**src/rtl/blockid_pkg.sv**
```systemverilog
// Shared constants and helpers for the segmented GVSP block-ID counter.
package blockid_pkg;

    localparam bit DEFAULT_INIT_BIT = 1'b1;
    localparam int MIN_SEG_WIDTH    = 4;

    function automatic int calc_nseg(input int cnt_width, input int seg_width);
        return cnt_width / seg_width;
    endfunction

    // A segment must not be able to wrap twice while its own carry is still in flight.
    function automatic bit seg_range_ok(input int cnt_width, input int seg_width);
        if (seg_width >= 31)
            return 1'b1;
        return (1 << seg_width) > calc_nseg(cnt_width, seg_width);
    endfunction

endpackage

```
**src/rtl/blockid_seg.sv**
```systemverilog
// One SEG_WIDTH slice of the block-ID counter.
// It has a registered carry-out that feeds the next slice one edge later.
module blockid_seg
    import blockid_pkg::*;
#(
    parameter int                   SEG_WIDTH   = 32,
    parameter logic [SEG_WIDTH-1:0] CLEAR_VALUE = '1
) (
    input  logic                 clk,
    input  logic                 rst_n,
    input  logic                 clear,
    input  logic                 load,
    input  logic [SEG_WIDTH-1:0] load_value,
    input  logic                 carry_in,
    output logic [SEG_WIDTH-1:0] seg_value,
    output logic                 carry_out
);

    always_ff @(posedge clk or negedge rst_n) begin
        if (!rst_n) begin
            seg_value <= CLEAR_VALUE;
            carry_out <= 1'b0;
        end else if (clear) begin
            seg_value <= CLEAR_VALUE;
            carry_out <= 1'b0;
        end else if (load) begin
            seg_value <= load_value;
            carry_out <= 1'b0;
        end else begin
            carry_out <= carry_in && (seg_value == '1);
            if (carry_in)
                seg_value <= seg_value + 1'b1;
        end
    end

endmodule

```
**src/rtl/blockid_counter_seg.sv**
```systemverilog
// Parametrised block-ID counter built from NSEG slices with registered carries.
// It also provides coherence, wrap and sticky-wrap reporting.
module blockid_counter_seg
    import blockid_pkg::*;
#(
    parameter int                   CNT_WIDTH  = 64,
    parameter int                   SEG_WIDTH  = 32,
    parameter logic [CNT_WIDTH-1:0] INIT_VALUE = {CNT_WIDTH{DEFAULT_INIT_BIT}}
) (
    input  logic                 clk,
    input  logic                 rst_n,
    input  logic                 i_stream_enable,
    input  logic                 i_fval_rise,
    input  logic                 i_load,
    input  logic [CNT_WIDTH-1:0] iv_load_value,
    output logic [CNT_WIDTH-1:0] ov_blockid,
    output logic                 o_blockid_valid,
    output logic                 o_wrap,
    output logic                 o_wrap_sticky
);

    localparam int NSEG = calc_nseg(CNT_WIDTH, SEG_WIDTH);

    if (CNT_WIDTH % SEG_WIDTH != 0) begin : g_bad_divisor
        $error("CNT_WIDTH must be a multiple of SEG_WIDTH");
    end
    if (SEG_WIDTH < MIN_SEG_WIDTH) begin : g_bad_seg_width
        $error("SEG_WIDTH is below the minimum segment width");
    end
    if (!seg_range_ok(CNT_WIDTH, SEG_WIDTH)) begin : g_bad_seg_range
        $error("2**SEG_WIDTH must exceed the segment count");
    end

    logic            stream_clear;
    logic            fresh;
    logic [NSEG-1:0] carry_in;
    logic [NSEG-1:0] carry_q;
    logic [NSEG-1:0] tag_in;
    logic [NSEG-1:0] tag_q;

    assign stream_clear = !i_stream_enable;
    assign carry_in[0]  = i_fval_rise;
    assign tag_in[0]    = fresh;

    for (genvar k = 0; k < NSEG; k++) begin : g_seg
        if (k > 0) begin : g_chain
            assign carry_in[k] = carry_q[k-1];
            assign tag_in[k]   = tag_q[k-1];
        end

        blockid_seg #(
            .SEG_WIDTH  (SEG_WIDTH),
            .CLEAR_VALUE(INIT_VALUE[k*SEG_WIDTH +: SEG_WIDTH])
        ) u_seg (
            .clk       (clk),
            .rst_n     (rst_n),
            .clear     (stream_clear),
            .load      (i_load),
            .load_value(iv_load_value[k*SEG_WIDTH +: SEG_WIDTH]),
            .carry_in  (carry_in[k]),
            .seg_value (ov_blockid[k*SEG_WIDTH +: SEG_WIDTH]),
            .carry_out (carry_q[k])
        );
    end

    // Each carry pulse travels with a tag recording whether its increment started
    // while fresh was set. A tagged top carry-out is the expected INIT-to-0 rollover.
    always_ff @(posedge clk or negedge rst_n) begin
        if (!rst_n) begin
            fresh         <= 1'b1;
            tag_q         <= '0;
            o_wrap_sticky <= 1'b0;
        end else if (stream_clear) begin
            fresh         <= 1'b1;
            tag_q         <= '0;
            o_wrap_sticky <= 1'b0;
        end else if (i_load) begin
            fresh         <= 1'b0;
            tag_q         <= '0;
            o_wrap_sticky <= 1'b0;
        end else begin
            tag_q <= carry_in & tag_in;
            if (i_fval_rise)
                fresh <= 1'b0;
            if (o_wrap)
                o_wrap_sticky <= 1'b1;
        end
    end

    assign o_blockid_valid = ~|carry_q;
    assign o_wrap          = carry_q[NSEG-1] & ~tag_q[NSEG-1];

endmodule

```
**config.mk**
```make
export PLATFORM = sky130hd
export DESIGN_NAME = blockid_counter_seg
export DESIGN_NICKNAME = d
export VERILOG_FILES = /design/src/rtl/blockid_pkg.sv /design/src/rtl/blockid_seg.sv /design/src/rtl/blockid_counter_seg.sv
export SDC_FILE = /design/constraint.sdc
export NUM_CORES = 1
export LEC_CHECK = 0
export BUFFER_PORTS_ARGS = -buffer_cell sky130_fd_sc_hd__buf_2
export CORE_ASPECT_RATIO = 1.4
export CORE_MARGIN = 5
export CORE_UTILIZATION = 44
export DETAILED_ROUTE_END_ITERATION = 12
export GPL_ROUTABILITY_DRIVEN = 0
export GPL_TIMING_DRIVEN = 0
export PLACE_DENSITY_LB_ADDON = 0.08
export SKIP_CTS_REPAIR_TIMING = 1
export SYNTH_ARGS = -nofsm -noshare
export SYNTH_HDL_FRONTEND = slang
export SYNTH_HIERARCHICAL = 1
export SYNTH_SLANG_ARGS = --single-unit
```
**constraint.sdc**
```tcl
create_clock -name clk -period 3.9 [get_ports clk]
set_input_delay 0.78 -clock clk [delete_from_list [all_inputs] [get_ports clk]]
set_output_delay 0.78 -clock clk [all_outputs]
set_load 0.01 [all_outputs]
```
==> summary.txt, run 1 <==
Yosys Warn Count: 6
CP Class: primary input to flop
Critical path's top delay family: buffers and inverters
Vias in the first global route: 5545
Post-synth EDFFs: 0
Unrepaired setup endpoints after global routing: false
Final ANT Viol Nets: 0
Syn Inst Count: 573
Total global routing overflow: 0
N_diodes: 0
Synth async-reset ratio: 100%
Internal power: 1.52 mW
Reg-to-reg setup timing slack: 1.61 ns
Maximum level of the CTS H-tree: 3
Crit path to: g_seg[0].u_seg/seg_value[29]$_DFFE_PN1P_
CP peak stage delay: 0.51 ns
Port bufs: 135
Bufs and invs on worst path: 5
Clock skew: 0.00579 ns
DR vias: 5358
Die extent in y: 139 um
Die width: 102 um
Crit Reg-Reg Endpoint: g_seg[1].u_seg/seg_value[14]$_DFFE_PN1P_
Register area share after synthesis: 35.1%
Post-synth net total: 644
Area share of the largest cell type after synthesis: 32.7%
Skew-Pair Late Insertion Delay: 0.33 ns
Worst rel slew slack: 56.1%
Most numerous cell on the critical path: buf_2
Critical Path Stages: 7
Critical-path maximum fanout: 10
Syn Area/Cell: 9.11 um^2
Fin crit share: 59.5%
GRT Total Usage: 24.9%
Area delta synth->final: 22.5%
Initial antenna violation count: 0
CP Launch Type: primary input
Final Hold Fails: 0
Die area: 14200 um^2
CTS Sinks: 70
Seq pwr share: 39.7%
Ys flop type: dfstp_2
Commonest cells after routing, fill and taps aside: buf_2, dfstp_2, nor2_1
Final Max Slew Viols: 0
Most common cell after layout, fill and taps aside: buf_2
DRC: 0
Max Cap Violations: 0
First DRT Iteration DRCs: 266
Synthesized area: 5220 um^2
Worst slew pin tran: 0.656 ns
Maximum resistive drop on vdd: 223 uV
FF-to-FF path depth: 5
Power Density: 353 nW/um^2
Worst setup path start: i_stream_enable
Top cells by area, synth: dfstp_2, nor3b_1, nor2_1
CP required: 4.13 ns
CTS Buf Count: 9
Psw: 730 uW
Clock transition at path regs: 0.06 ns
Clock power frac: 35.9%
Critical path, cell by cell: buf_2 -> inv_1 -> clkbuf_8 -> buf_2 -> clkbuf_1 -> o22ai_1 -> a211oi_1
Hold WC Path Type: primary input to asynchronous set/reset pin
Ports: 136
CTS root buffer: clkbuf_16
Initial Utilization: 44.6%
First-pass GRT wire length: 28100 um
Leakage: 2.54 nW
DR WL/cell: 20.3 um
Unique masters post-synth: 58
Highest clock rate: 431 MHz
WHS: 0.374 ns
Final #Nets: 791
Final setup viols: 0
WL final: 17700 um
Vias per cell: 6.14
#FFs+latches synth: 70
Power Total: 2.25 mW
Post-synth top area cell: dfstp_2
CP arrival: 2.56 ns
Final worst path period need: 2.32 ns
Worst path slowest cell: clkbuf_1
Outcome: completed
Final TNS setup: 0 ns
CP endpoint kind: flop
Drt pass-1 iters: 6
Sw Share: 32.4%
TritonCTS clock tree: built
Clock Tree Buf Depth: 2
RR Startpoint: g_seg[1].u_seg/seg_value[0]$_DFFE_PN1P_
Core box area: 11700 um^2
Largest net degree at the start of global routing: 46
Share of cells above drive strength 1: 38.1%
Rows: 47
Logic pwr share: 24.4%
Hpwl dp: 13200 um
## layout make-up
type,count,area (um^2)
buffer,36,265
clock buffer,12,236
clock inverter,4,47.5
fill,1133,5310
inverter,10,37.5
multi-input combinational,457,3080
sequential,70,1830
tap,147,184
timing repair buffer,136,706
## power by group through the flow
stage                     clock network, mW  logic (mW)  registers (mW)
final                                 0.809       0.550           0.894
after global routing                  0.873       0.598           0.903
after CTS                             0.833       0.550           0.891
after detailed placement                  0       0.546           0.901
after global placement                    0       0.535           0.899
after floorplan                           0       0.327           0.906
## routing by layer
layer / part of all wire, % / global-route usage [%] / routed length, um / up-vias
met5: 0 / 0 / 0 / -
met4: 3.2 / 10.8 / 561 / 0
met3: 6.7 / 4.13 / 1180 / 34
met2: 53 / 45.1 / 9310 / 230
met1: 37 / 27.9 / 6620 / 2594
li1: - / - / - / 2500
## flip-flops by register name, summed over array words and instances (netlist names)
register and cells:
g_seg.u_seg/seg_value 64, g_seg.u_seg/carry_out 2, tag_q 2, fresh 1
o_wrap_sticky 1
## Yosys cell counts (5+ instances only)
cell,n
a2111oi_0,12
dfrtp_1,5
and4_1,10
o22ai_1,12
nor3_1,40
nand2b_1,20
a21oi_1,24
mux2i_1,8
nor2b_1,6
nor3b_1,32
a311oi_1,12
nand4_1,24
dfstp_2,65
nor4_4,6
and3_1,14
clkbuf_8,10
nor4_1,8
clkbuf_1,12
nand2_1,30
nor2_1,55
nor4b_1,6
buf_2,12
nand3_1,32
or3_1,6
inv_1,10
xnor2_1,14
a211oi_1,14
## cell families after synthesis
| group | after synthesis | share of synthesized area [%] |
|---|---|---|
| compound gates | 114 | 16.9 |
| xor+xnor | 16 | 2.69 |
| fa+ha+maj | 2 | 0.480 |
| buf+inv | 46 | 5.80 |
| flops | 70 | 35.1 |
| mux | 10 | 1.97 |
| simple gates | 315 | 37.1 |
## worst min path at each step
stage                            startpoint                   endpoint  slack, ns  cells past startpoint
final                                 rst_n  o_wrap_sticky$_DFFE_PN0P_       0.37                      1
after global routing                  rst_n  o_wrap_sticky$_DFFE_PN0P_       0.38                      1
after CTS                             rst_n  o_wrap_sticky$_DFFE_PN0P_       0.37                      1
after detailed placement  fresh$_DFFE_PN1P_          fresh$_DFFE_PN1P_       0.46                      2
after global placement    fresh$_DFFE_PN1P_          fresh$_DFFE_PN1P_       0.45                      2
after floorplan           fresh$_DFFE_PN1P_          fresh$_DFFE_PN1P_       0.44                      2
## stage by stage
| stage | area, um^2 | utilization (%) | setup slack [ns] | instances |
|---|---|---|---|---|
| finish | 6390 | 54.6 | 1.58 | 872 |
| global route | 6390 | 54.6 | 1.45 | 872 |
| CTS | 6390 | 54.6 | 1.61 | 872 |
| detailed placement | 6110 | 52.2 | 1.29 | 856 |
| global placement | 6080 | 51.9 | 1.29 | 855 |
| floorplan | 5220 | - | 1.98 | 573 |
No activity file was read; power rests on OpenSTA's default activity.
==> run 2, diff against run 1 <==
Clock period 3.9 ns to 2.04 ns, I/O delays scaled along.
==> summary.txt, run 2 (synthesized netlist as in run 1, its figures left out) <==
Outcome: complete, but fails checks
Failing checks: negative hold slack
Logic pwr share: 25.2%
Vias in the first global route: 5545
CP required: 2.28 ns
Leakage: 2.57 nW
Initial antenna violation count: 0
Core box area: 11700 um^2
Final Max Slew Viols: 0
Final setup viols: 0
DR WL/cell: 20.4 um
Sw Share: 32.9%
FF-to-FF path depth: 5
Number of flip-flops in the largest register: 64
Rows: 47
Highest clock rate: 501 MHz
Skew-Pair Late Insertion Delay: 0.33 ns
Clock Tree Buf Depth: 2
Non-filler instance count after layout: 875
Total global routing overflow: 0
Port bufs: 135
Biggest regs: g_seg.u_seg/seg_value (64), g_seg.u_seg/carry_out (2), tag_q (2)
Final ANT Viol Nets: 0
Vias per cell: 6.14
Maximum level of the CTS H-tree: 3
Power Density: 668 nW/um^2
CP endpoint kind: flop
Share of cells above drive strength 1: 40.4%
Fin crit share: 97.8%
Reg-to-reg setup timing slack: 0.05 ns
Power Total: 4.36 mW
Commonest cells after routing, fill and taps aside: buf_2, dfstp_2, nor2_1
Die extent in y: 139 um
Hold WC Path Type: primary input to asynchronous set/reset pin
Crit Reg-Reg Endpoint: g_seg[0].u_seg/seg_value[19]$_DFFE_PN1P_
Seq pwr share: 39.2%
Critical-path maximum fanout: 10
Clock skew: 0.00517 ns
CTS Sinks: 70
Initial Utilization: 44.6%
Clock power frac: 35.6%
Max Cap Violations: 0
Worst rel slew slack: 58.7%
Final TNS setup: 0 ns
Ports: 136
N_diodes: 0
Post-DP Area: 6110 um^2
Final worst path period need: 1.99 ns
Largest net degree at the start of global routing: 46
Clock transition at path regs: 0.06 ns
GRT Total Usage: 24.9%
WL final: 17800 um
Die area: 14200 um^2
WHS: -0.000678 ns
Area delta synth->final: 25.2%
First-pass GRT wire length: 28100 um
CP Launch Type: flop
CP Class: flop to flop
Reg with most FFs: g_seg.u_seg/seg_value
DRC: 0
CTS Buf Count: 9
TritonCTS clock tree: built
Drt pass-1 iters: 4
Maximum resistive drop on vdd: 426 uV
Hpwl dp: 13200 um
Placed cells: 856
First DRT Iteration DRCs: 232
Final Hold Fails: 1
CTS root buffer: clkbuf_16
CP arrival: 2.24 ns
Final #Nets: 794
DR vias: 5369
Internal power: 2.93 mW
Worst slew pin tran: 0.620 ns
Die width: 102 um
Psw: 1.44 mW
RR Startpoint: g_seg[0].u_seg/seg_value[9]$_DFFE_PN1P_
Most common cell after layout, fill and taps aside: buf_2
Finished layout cell area: 6530 um^2
-- run 2: cell count changes in the layout (fill, tap and decap cells not counted), moves of 2 or more --
cell,before,now
nor4_1,8,6
nor2_4,0,2
nor2_2,0,2
nand3_2,4,7
buf_4,1,4
nor4_4,6,10
nand3_1,32,28
nor4_2,2,0
nor2_1,55,51
-- run 2: cell type report --
class | instances | area [um^2]
Fill cell | 1123 | 5170
Multi-Input combinational cell | 457 | 3200
Sequential cell | 70 | 1830
Timing Repair Buffer | 139 | 728
Buffer | 36 | 267
Clock buffer | 12 | 236
Tap cell | 147 | 184
Clock inverter | 4 | 47.5
Inverter | 10 | 37.5
-- run 2: metal layers --
| metal | up-vias | track usage [%] | share of wire [%] |
|---|---|---|---|
| met5 | - | 0 | 0 |
| met4 | 0 | 10.8 | 3.0 |
| met3 | 32 | 4.13 | 6.8 |
| met2 | 245 | 45.1 | 53 |
| met1 | 2583 | 27.9 | 37 |
| li1 | 2509 | - | - |
-- run 2: worst max-delay path, cell delays in order (launching register included) --
cell	delay (ns)
dfstp_2	0.57
nand2_1	0.23
nor4_4	0.55
buf_6	0.23
a41oi_2	0.13
a311oi_2	0.20
-- run 2: how the worst max path moves through the flow --
stage / to / cells past startpoint / from / slack (ns)
final: g_seg[0].u_seg/seg_value[19]$_DFFE_PN1P_ / 5 / g_seg[0].u_seg/seg_value[9]$_DFFE_PN1P_ / 0.05
after global routing: g_seg[1].u_seg/seg_value[28]$_DFFE_PN1P_ / 4 / g_seg[1].u_seg/seg_value[14]$_DFFE_PN1P_ / -0.01
after CTS: g_seg[1].u_seg/seg_value[14]$_DFFE_PN1P_ / 5 / g_seg[1].u_seg/seg_value[0]$_DFFE_PN1P_ / -0.22
after detailed placement: g_seg[1].u_seg/seg_value[14]$_DFFE_PN1P_ / 5 / g_seg[1].u_seg/seg_value[0]$_DFFE_PN1P_ / -0.20
after global placement: g_seg[0].u_seg/seg_value[29]$_DFFE_PN1P_ / 7 / i_stream_enable / -0.20
after floorplan: g_seg[0].u_seg/seg_value[14]$_DFFE_PN1P_ / 5 / g_seg[0].u_seg/seg_value[0]$_DFFE_PN1P_ / 0.31
-- run 2: power by group through the flow --
stage               combinational [mW]  clock, mW  sequential (mW)
detailed placement                1.04          0             1.72
global route                      1.19       1.67             1.73
CTS                               1.05       1.59             1.70
floorplan                        0.625          0             1.73
finish                            1.10       1.55             1.71
global placement                  1.02          0             1.72
-- run 2: metrics by stage --
stage	utilization [%]	worst slack (ns)
floorplan	-	0.307
global placement	51.9	-0.203
detailed placement	52.2	-0.199
CTS	54.6	-0.220
global route	55.8	-0.0119
finish	55.8	0.0456
==> run 3, diff against run 2 <==
Settings changed: CORE_UTILIZATION 44 to 49.
==> summary.txt, run 3 (synthesized netlist as in run 1, its figures left out) <==
Outcome: completed
Final WS setup: 0.0533 ns
Crit path to: g_seg[0].u_seg/seg_value[28]$_DFFE_PN1P_
Dpl ws: -0.223 ns
Worst path slowest cell: dfstp_2
Vias per cell: 6.19
Final TNS setup: 0 ns
Ports: 136
Initial Utilization: 50.1%
Worst slew pin tran: 0.614 ns
CP required: 2.27 ns
Final Max Slew Viols: 0
Area delta synth->final: 26.4%
DRC: 0
Hold WC Path Type: primary input to flop
FF-to-FF path depth: 4
Maximum resistive drop on vdd: 394 uV
Rows: 44
Final Util: 63.4%
Highest clock rate: 503 MHz
CP arrival: 2.21 ns
Fin crit share: 97.4%
Share of cells above drive strength 1: 41.1%
CP Launch Type: flop
Reg with most FFs: g_seg.u_seg/seg_value
First-pass GRT wire length: 27400 um
Port bufs: 135
Critical path, cell by cell: nand4_1 -> nor4_4 -> nand2_1 -> a311oi_1
Crit Reg-Reg Endpoint: g_seg[0].u_seg/seg_value[28]$_DFFE_PN1P_
CTS Buf Count: 9
Bufs and invs on worst path: 0
Initial antenna violation count: 0
CTS root buffer: clkbuf_16
Unrepaired setup endpoints after global routing: true
CP peak stage delay: 0.64 ns
GRT Total Usage: 26.2%
Final ANT Viol Nets: 0
Non-filler instance count after layout: 873
Largest net degree at the start of global routing: 37
Leakage: 2.61 nW
Worst rel slew slack: 59.1%
DR WL/cell: 19.8 um
TritonCTS clock tree: built
Core box area: 10400 um^2
Die area: 12800 um^2
Critical path's top delay family: simple AND/OR/NAND/NOR gates
Die width: 97.2 um
Clock transition at path regs: 0.06 ns
Worst setup path start: g_seg[0].u_seg/seg_value[17]$_DFFE_PN1P_
Maximum level of the CTS H-tree: 3
Hpwl dp: 12800 um
First DRT Iteration DRCs: 277
Final worst path period need: 1.99 ns
RR Startpoint: g_seg[0].u_seg/seg_value[17]$_DFFE_PN1P_
Die extent in y: 132 um
Final setup viols: 0
N_diodes: 0
Critical-path maximum fanout: 8
Skew-Pair Late Insertion Delay: 0.34 ns
Clock Tree Buf Depth: 2
Clock skew: 0.00546 ns
Critical Path Stages: 4
Biggest regs: g_seg.u_seg/seg_value (64), g_seg.u_seg/carry_out (2), tag_q (2)
Commonest cells after routing, fill and taps aside: buf_2, dfstp_2, nor2_1
Area of the multi-input gates: 3200 um^2
CTS Sinks: 70
Max Cap Violations: 0
CP Class: flop to flop
DR vias: 5404
Most common cell after layout, fill and taps aside: buf_2
Number of flip-flops in the largest register: 64
Power Density: 676 nW/um^2
Final Hold Fails: 0
CP endpoint kind: flop
Placed cells: 847
Fill cell count: 923
WL final: 17300 um
Final #Nets: 801
Total global routing overflow: 0
Reg-to-reg setup timing slack: 0.05 ns
Register area: 1830 um^2
Drt pass-1 iters: 4
Vias in the first global route: 5463
## run 3: through the flow
step	area [um^2]	hold WS (ns)	total power, mW
CTS	6400	0.233	4.41
global placement	6070	0.454	2.73
global route	6600	0.260	4.67
floorplan	5220	0.112	2.36
detailed placement	6090	0.460	2.76
finish	6600	0.242	4.46
## run 3: area by class of cell
cell class / count / area share, %
inverters: 10 / 0.569
well taps: 138 / 2.62
clock inverters: 6 / 1.08
repair buffers: 146 / 11.7
plain buffers: 36 / 4.06
flip-flops and latches: 70 / 27.8
multi-input cells: 457 / 48.5
clock buffers: 10 / 3.62
## run 3: worst min-delay path by stage
stage                                 start                                  to  slack (ns)  depth (start not counted)
after floorplan                       rst_n  g_seg[0].u_seg/carry_out$_DFF_PN0_        0.11                          0
after global placement    fresh$_DFFE_PN1P_                   fresh$_DFFE_PN1P_        0.45                          2
after detailed placement  fresh$_DFFE_PN1P_                   fresh$_DFFE_PN1P_        0.46                          2
after CTS                       i_fval_rise                   fresh$_DFFE_PN1P_        0.23                          2
after global routing            i_fval_rise                   fresh$_DFFE_PN1P_        0.26                          2
final                           i_fval_rise                   fresh$_DFFE_PN1P_        0.24                          2
## run 3: report_power, final
| part | switching (mW) | internal (mW) |
|---|---|---|
| registers | 0.158 | 1.55 |
| clock network | 0.645 | 0.986 |
| logic | 0.671 | 0.441 |
## run 3: metal layers
metal  vias to the layer above  GRT usage (%)  wire [um]
met5                         -              0          0
met4                         0           15.2        658
met3                        52           4.87       1120
met2                       237           47.3       9190
met1                      2589           28.3       6320
li1                       2526              -          -
